### src/rtl/tcb_pkg.sv
// tcb_pkg: helpers shared by the TCB delay adapter and its users.
// The response {rdt, sts} struct is declared inside tcb_lib_delay, because its width follows DBW.
package tcb_pkg;

   function automatic bit tcb_dly_check(input int unsigned man, input int unsigned sub);
      return sub >= man;
   endfunction

   function automatic int unsigned tcb_cnt_w(input int unsigned dly);
      return (dly > 0) ? $clog2(dly + 1) : 1;
   endfunction

endpackage

### src/rtl/tcb_lib_delay_line.sv
// tcb_lib_delay_line: {vld, data} shift register; each data stage loads only when its incoming vld is set.
module tcb_lib_delay_line #(
   parameter  int unsigned DEPTH = 1,
   parameter  int unsigned DW    = 0,
   localparam int unsigned WP    = (DW > 0) ? DW : 1
)(
   input  logic          clk,
   input  logic          rst_n,
   input  logic          src_vld,
   input  logic [WP-1:0] src_dat,
   output logic          dst_vld,
   output logic [WP-1:0] dst_dat
);

   if (DEPTH == 0) begin : g_wire
      logic unused_clk;
      assign unused_clk = clk ^ rst_n;
      assign dst_vld    = src_vld;
      assign dst_dat    = src_dat;
   end else begin : g_line
      logic [DEPTH-1:0] v;
      logic [DEPTH-1:0] pv;
      logic [WP-1:0]    d  [DEPTH];
      logic [WP-1:0]    pd [DEPTH];
      assign pv = DEPTH'({v, src_vld});
      always_comb begin
         pd[0] = src_dat;
         for (int i = 1; i < DEPTH; i++) pd[i] = d[i-1];
      end
      always_ff @(posedge clk or negedge rst_n)
         if (!rst_n) begin
            v <= '0;
            for (int i = 0; i < DEPTH; i++) d[i] <= '0;
         end else begin
            v <= pv;
            for (int i = 0; i < DEPTH; i++) if (pv[i]) d[i] <= pd[i];
         end
      assign dst_vld = v[DEPTH-1];
      assign dst_dat = d[DEPTH-1];
   end

endmodule

### src/rtl/tcb_lib_delay.sv
// tcb_lib_delay: forwards TCB requests untouched and re-times responses from a DLY_MAN
// subordinate so the upstream manager sees them DLY_SUB cycles after the handshake.
module tcb_lib_delay
   import tcb_pkg::*;
#(
   parameter  int unsigned ABW     = 32,
   parameter  int unsigned DBW     = 32,
   parameter  int unsigned BEW     = DBW/8,
   parameter  int unsigned DLY_MAN = 0,
   parameter  int unsigned DLY_SUB = 1,
   parameter  int unsigned RSP_HLD = 1,
   localparam int unsigned CW      = tcb_cnt_w(DLY_SUB)
)(
   input  logic           clk,
   input  logic           rst_n,
   input  logic           sub_vld,
   output logic           sub_rdy,
   input  logic           sub_wen,
   input  logic [ABW-1:0] sub_adr,
   input  logic [BEW-1:0] sub_ben,
   input  logic [DBW-1:0] sub_wdt,
   output logic [DBW-1:0] sub_rdt,
   output logic           sub_sts,
   output logic           man_vld,
   input  logic           man_rdy,
   output logic           man_wen,
   output logic [ABW-1:0] man_adr,
   output logic [BEW-1:0] man_ben,
   output logic [DBW-1:0] man_wdt,
   input  logic [DBW-1:0] man_rdt,
   input  logic           man_sts,
   output logic           rsp_vld,
   output logic [CW-1:0]  cnt
);

   localparam int unsigned D = tcb_dly_check(DLY_MAN, DLY_SUB) ? DLY_SUB - DLY_MAN : 0;

   if (!tcb_dly_check(DLY_MAN, DLY_SUB)) begin : g_err
      $error("tcb_lib_delay: DLY_SUB must not be smaller than DLY_MAN");
   end

   typedef struct packed {
      logic [DBW-1:0] rdt;
      logic           sts;
   } rsp_t;

   logic trn, man_rsp, unused_vdat;
   rsp_t lin, hld;

   assign trn     = sub_vld & man_rdy;
   assign sub_rdy = man_rdy;
   assign man_vld = sub_vld;
   assign man_wen = sub_wen;
   assign man_adr = sub_adr;
   assign man_ben = sub_ben;
   assign man_wdt = sub_wdt;

   tcb_lib_delay_line #(.DEPTH(DLY_MAN), .DW(0)) u_vld (
      .clk(clk), .rst_n(rst_n),
      .src_vld(trn),     .src_dat(1'b0),
      .dst_vld(man_rsp), .dst_dat(unused_vdat)
   );

   tcb_lib_delay_line #(.DEPTH(D), .DW(DBW+1)) u_dat (
      .clk(clk), .rst_n(rst_n),
      .src_vld(man_rsp), .src_dat({man_rdt, man_sts}),
      .dst_vld(rsp_vld), .dst_dat(lin)
   );

   always_ff @(posedge clk or negedge rst_n)
      if (!rst_n) begin
         hld <= '0;
         cnt <= '0;
      end else begin
         if (rsp_vld) hld <= lin;
         if (trn != rsp_vld) cnt <= trn ? cnt + CW'(1) : cnt - CW'(1);
      end

   assign {sub_rdt, sub_sts} = rsp_vld ? lin : ((RSP_HLD != 0) ? hld : '0);

endmodule

### config.mk
export PLATFORM = sky130hd
export DESIGN_NAME = tcb_lib_delay
export DESIGN_NICKNAME = d
export VERILOG_FILES = /design/src/rtl/tcb_pkg.sv /design/src/rtl/tcb_lib_delay_line.sv /design/src/rtl/tcb_lib_delay.sv
export SDC_FILE = /design/constraint.sdc
export NUM_CORES = 1
export LEC_CHECK = 0
export CAP_MARGIN = 20
export CORE_UTILIZATION = 33
export DETAILED_ROUTE_END_ITERATION = 16
export PLACE_DENSITY = 0.86
export RECOVER_POWER = 25
export SLEW_MARGIN = 30
export SYNTH_ARGS = -nofsm -noshare
export SYNTH_HDL_FRONTEND = slang
export SYNTH_SLANG_ARGS = --single-unit
### constraint.sdc
create_clock -name clk -period 1.15 [get_ports clk]
set_clock_uncertainty 0.15 [all_clocks]
set_input_delay 0.1725 -clock clk [delete_from_list [all_inputs] [get_ports clk]]
set_output_delay 0.1725 -clock clk [all_outputs]
set_load 0.005 [all_outputs]
---- Word-level counts from Yosys, hierarchy flattened ----
Cells that the tools add are included.
word-level totals
  register bits after elaboration ......... 68
  output and inout bits ................... 106
  word-level logic and storage cells ...... 11
cells by class
  add/subtract/negate cells ............... 2
  eq/ne operators ......................... 1
  muxes and demuxes ....................... 2
  bitwise operators ....................... 1
operator list
  kind                                     count
  33-bit 2-to-1 mux                        1
  1-bit adder, second input constant       1
  1-bit AND                                1
  1-bit 2-to-1 mux                         1
  1-bit inequality test                    1
  1-bit subtractor, second input constant  1

---- Logic depth before layout (Yosys ltp) ----
  word-level depth ........................ 2
  depth in mapped cells ................... 3
  gate-level depth less buffers ........... 2

---- Cells and area by module ----
From an unflattened synthesis, not the netlist that was laid out.
second synthesis, totals
  cell total of the unflattened synthesis .. 219
  area total of the unflattened synthesis .. 3388.2 um^2
by module, submodules not included
  module                      instances  cells an instance  area each (um^2)  sequential area each (um^2)
  tcb_lib_delay               1          146                1966.9            850.8
  tcb_lib_delay_line (u_dat)  1          71                 1406.3            850.8
  tcb_lib_delay_line (u_vld)  1          2                  15.0              0.0

---- Worst setup path after synthesis ----
Ideal clock, no wire load.
  path type ............................... register to output
  start ................................... reg u_dat.g_line.v (netlist: u_dat.dst_vld)
  end ..................................... out sub_rdt[0]
  data arrival time ....................... 0.966 ns
  required time ........................... 0.827 ns
  path slack .............................. -0.139 ns
  cell stages (with the launch flop) ...... 4
  path buffers ............................ 2
  path through ............................ dfrtp_1 buf_6 buf_6 mux2_2
between the ends
  longest elaborated chain between the ends .. 1
ends and longest elaborated chain
  element                 line                      RTL
  start, declared         tcb_lib_delay_line.sv:21  logic [DEPTH-1:0] v;
  start signal, assigned  tcb_lib_delay_line.sv:35  v <= pv;
  33-bit 2-to-1 mux       tcb_lib_delay.sv:79       assign {sub_rdt, sub_sts} = rsp_vld ? lin : ((RSP_HLD != 0) ? hld : '0);
  end, declared           tcb_lib_delay.sv:22       output logic [DBW-1:0] sub_rdt,
Every way passes these cells.

---- Final worst setup path ----
Ends and elaborated chain as after synthesis.

==> flow_summary.ini <==
[grt]
grt_pass1_wl_um = 9850
grtUsageMet1_pct = 16.5
gr-usage-met2_pct = 19.3
grt_pass1_vias = 1815
grt_max_degree = 69
antenna_found_initial = 0
grtUsageTotal_pct = 13.1
met3_usage_pct = 3.90
grt_overflow = 0
busiest_layer = met2

[logic_synthesis]
synth_nets = 322
synth_area_leaders = dfrtp_1 53%, buf_4 17%, mux2_2 13%
syn-cell-area_mm2 = 0.00319
yosys_most_used_dff = dfrtp_1
async_flop_share_pct = 100
synthMostInstantiatedCell = buf_4
ys_seq_area_share_pct = 53.3
ys_top_cells_by_count = 71 x buf_4, 68 x dfrtp_1, 38 x mux2_2
synth_cell_type_count = 9
synth-seq-cells = 68
synth_top_area_cell = dfrtp_1
netlist_instances = 216
synth_edf_count = 0
avgSynthCellArea_um2 = 14.8
yosys_warnings = 0
synth_top_cell_area_share_pct = 53.3

[worst_setup_path]
critPathKind = register to output port
cp_max_fo = 6
worst-path-buf-inv = 3
path_delay_family = flip-flops
path_cells = buf_12, buf_8, mux2_4, buf_6
cp-start-kind = register
cp_data_required_time_ps = 830
cp.arrival_ps = 1560
cpPeakStageDelay_ps = 510
critPathCaptureType = output port
crit_path_top_delay_cell = dfrtp_2

[pwr]
netSwitchingPower_mw = 1.78
power.internal_mw = 5.86
p_leak_nw = 2.01
clkPwrFrac_pct = 32.0
ir_worst_vdd_uv = 707
seqPwrFrac_pct = 40.1
switching_share_pct = 23.3
p_per_area_mw_per_mm2 = 1810
p_comb_share_pct = 27.9
power.total_mw = 7.64

[outcome]
outcome = finished, violations left
violations = negative setup slack

[clocking]
cts_tree = done
root_buffer = clkbuf_8
clkTransAtPathRegs_ps = 80
worstSkewPairLatency_ps = 330
clkSinkCount = 68
clock_path_buffers = 2
cts_made_buffers = 9
h-tree-depth = 3

[routing]
drt_first_pass_iters = 4
via_per_inst = 4.26
routedWlPerCell_um = 16.8
ant_nets = 0
drt-total-wl_um = 6490
drc = 0
drt-initial-drc-count = 42
vias = 1646

[place]
gp_congestion = 0.633
port_buffers = 73
place_hpwl_um = 3770
placed_area_mm2 = 0.00359
pre_cts_slack_ps = -620

[sta]
worstMarginPinSlew_ps = 365
period_share_pct = 164
fmax_mhz = 530
period_needed_ps = 1890
slew_viol_final = 0
relSlewSlack_pct = 75.7
fin_ws_ps = -737
hold_viol = 0
rsz0062_at_grt = yes
setup_viol = 69

[cells_and_area]
synthToLayoutAreaGrowth_pct = 32.4
antennaDiodeCount = 0
fin_area_mm2 = 0.00423
drive_gt1_share_pct = 58.4
fin_util_pct = 45.4
layout.nets = 358

[floorplanning]
dieArea_mm2 = 0.0101
design.core.area_mm2 = 0.00933
dieHeight_um = 100
die_w_um = 100
rows = 35
start_util_pct = 34.2
boundaryPins = 212

[run]
maxCapViolations = 0

[min_path]
hp-class = primary input to output port
registers in the layout, summed over array words and instances (netlist names):
name	cells
cnt	1
hld	33
u_dat.dst_dat	33
u_dat.dst_vld	1
cell families (layout without fill, tap and decap cells):
logic type,count (synthesis),after routing,synth area share [%]
buf+inv,79,120,19.3
simple gates,1,1,0.353
xor+xnor,2,2,0.548
mux,66,66,26.6
flops,68,68,53.3
layer usage:
metal,up-vias,part of all wire (%)
met5,-,0
met4,0,4.6
met3,35,6.5
met2,74,46
met1,822,43
li1,715,-
cells in the final DEF (no fill, tap or decap):
cell type and count:
clkbuf_8 10, inv_1 1, clkdlybuf4s50_1 33, xnor2_1 1, dlygate4sd2_1 3, mux2_2 7, mux2_4 59, buf_2 4
clkinv_4 1, dlygate4sd3_1 1, clkbuf_2 3, clkdlybuf4s15_2 1, buf_4 6, dfrtp_1 67, dfrtp_2 1, buf_8 2
buf_12 7, clkbuf_1 1, nand2_4 1, xor2_2 1, inv_6 1, buf_6 43, bufinv_16 3
power groups by stage:
| stage | Clock (mW) | Sequential [mW] | Combinational [mW] |
|---|---|---|---|
| global route | 2.62 | 3.12 | 2.28 |
| finish | 2.44 | 3.06 | 2.13 |
| floorplan | 0 | 3.02 | 0.937 |
| CTS | 2.53 | 3.05 | 1.98 |
| global placement | 0 | 3.04 | 1.62 |
| detailed placement | 0 | 3.07 | 1.67 |
cell type report:
type                       instances  area, um2
timing repair buffer             103       1110
sequential                        68       1700
clock buffer                      11        141
multi-input combinational         69       1000
clock inverter                     5        108
tap                              129        161
fill                             798       5100
inverter                           1       3.75
stage by stage:
step / cells / setup TNS [ps] / hold slack (ps)
6_report: 386 / -28870 / 195
3_3_place_gp: 350 / -35990 / 64.3
2_1_floorplan: 216 / -7120 / -273
5_1_grt: 386 / -31810 / 195
4_1_cts: 382 / -32710 / 195
3_5_place_dp: 350 / -37880 / 74.5
worst paths after layout:
check | startpoint | endpoint | slack (ps) | cells past startpoint
worst min-delay path | sub_adr[18] | man_adr[18] | 200 | 0
worst min register to register | hld[4] | hld[4] | 350 | 1
worst max-delay path | u_dat.dst_vld | sub_rdt[0] | -740 | 4
worst max register to register | u_dat.dst_vld | hld[15] | -350 | 4
min in group asynchronous | rst_n | hld[21] | 250 | 3
max in group asynchronous | rst_n | u_dat.dst_vld | 300 | 3
timing repair:
item                                   4_1_cts  5_1_grt
setup buffers                               12       11
cloned                                       3        0
endpoints found under the hold margin       68        0
gates resized for setup                    195       31
setup endpoints to repair                  102       69
hold buffers                                 1        0
pin swaps                                    0        2
Note: power is estimated with default switching activity, not from simulation.
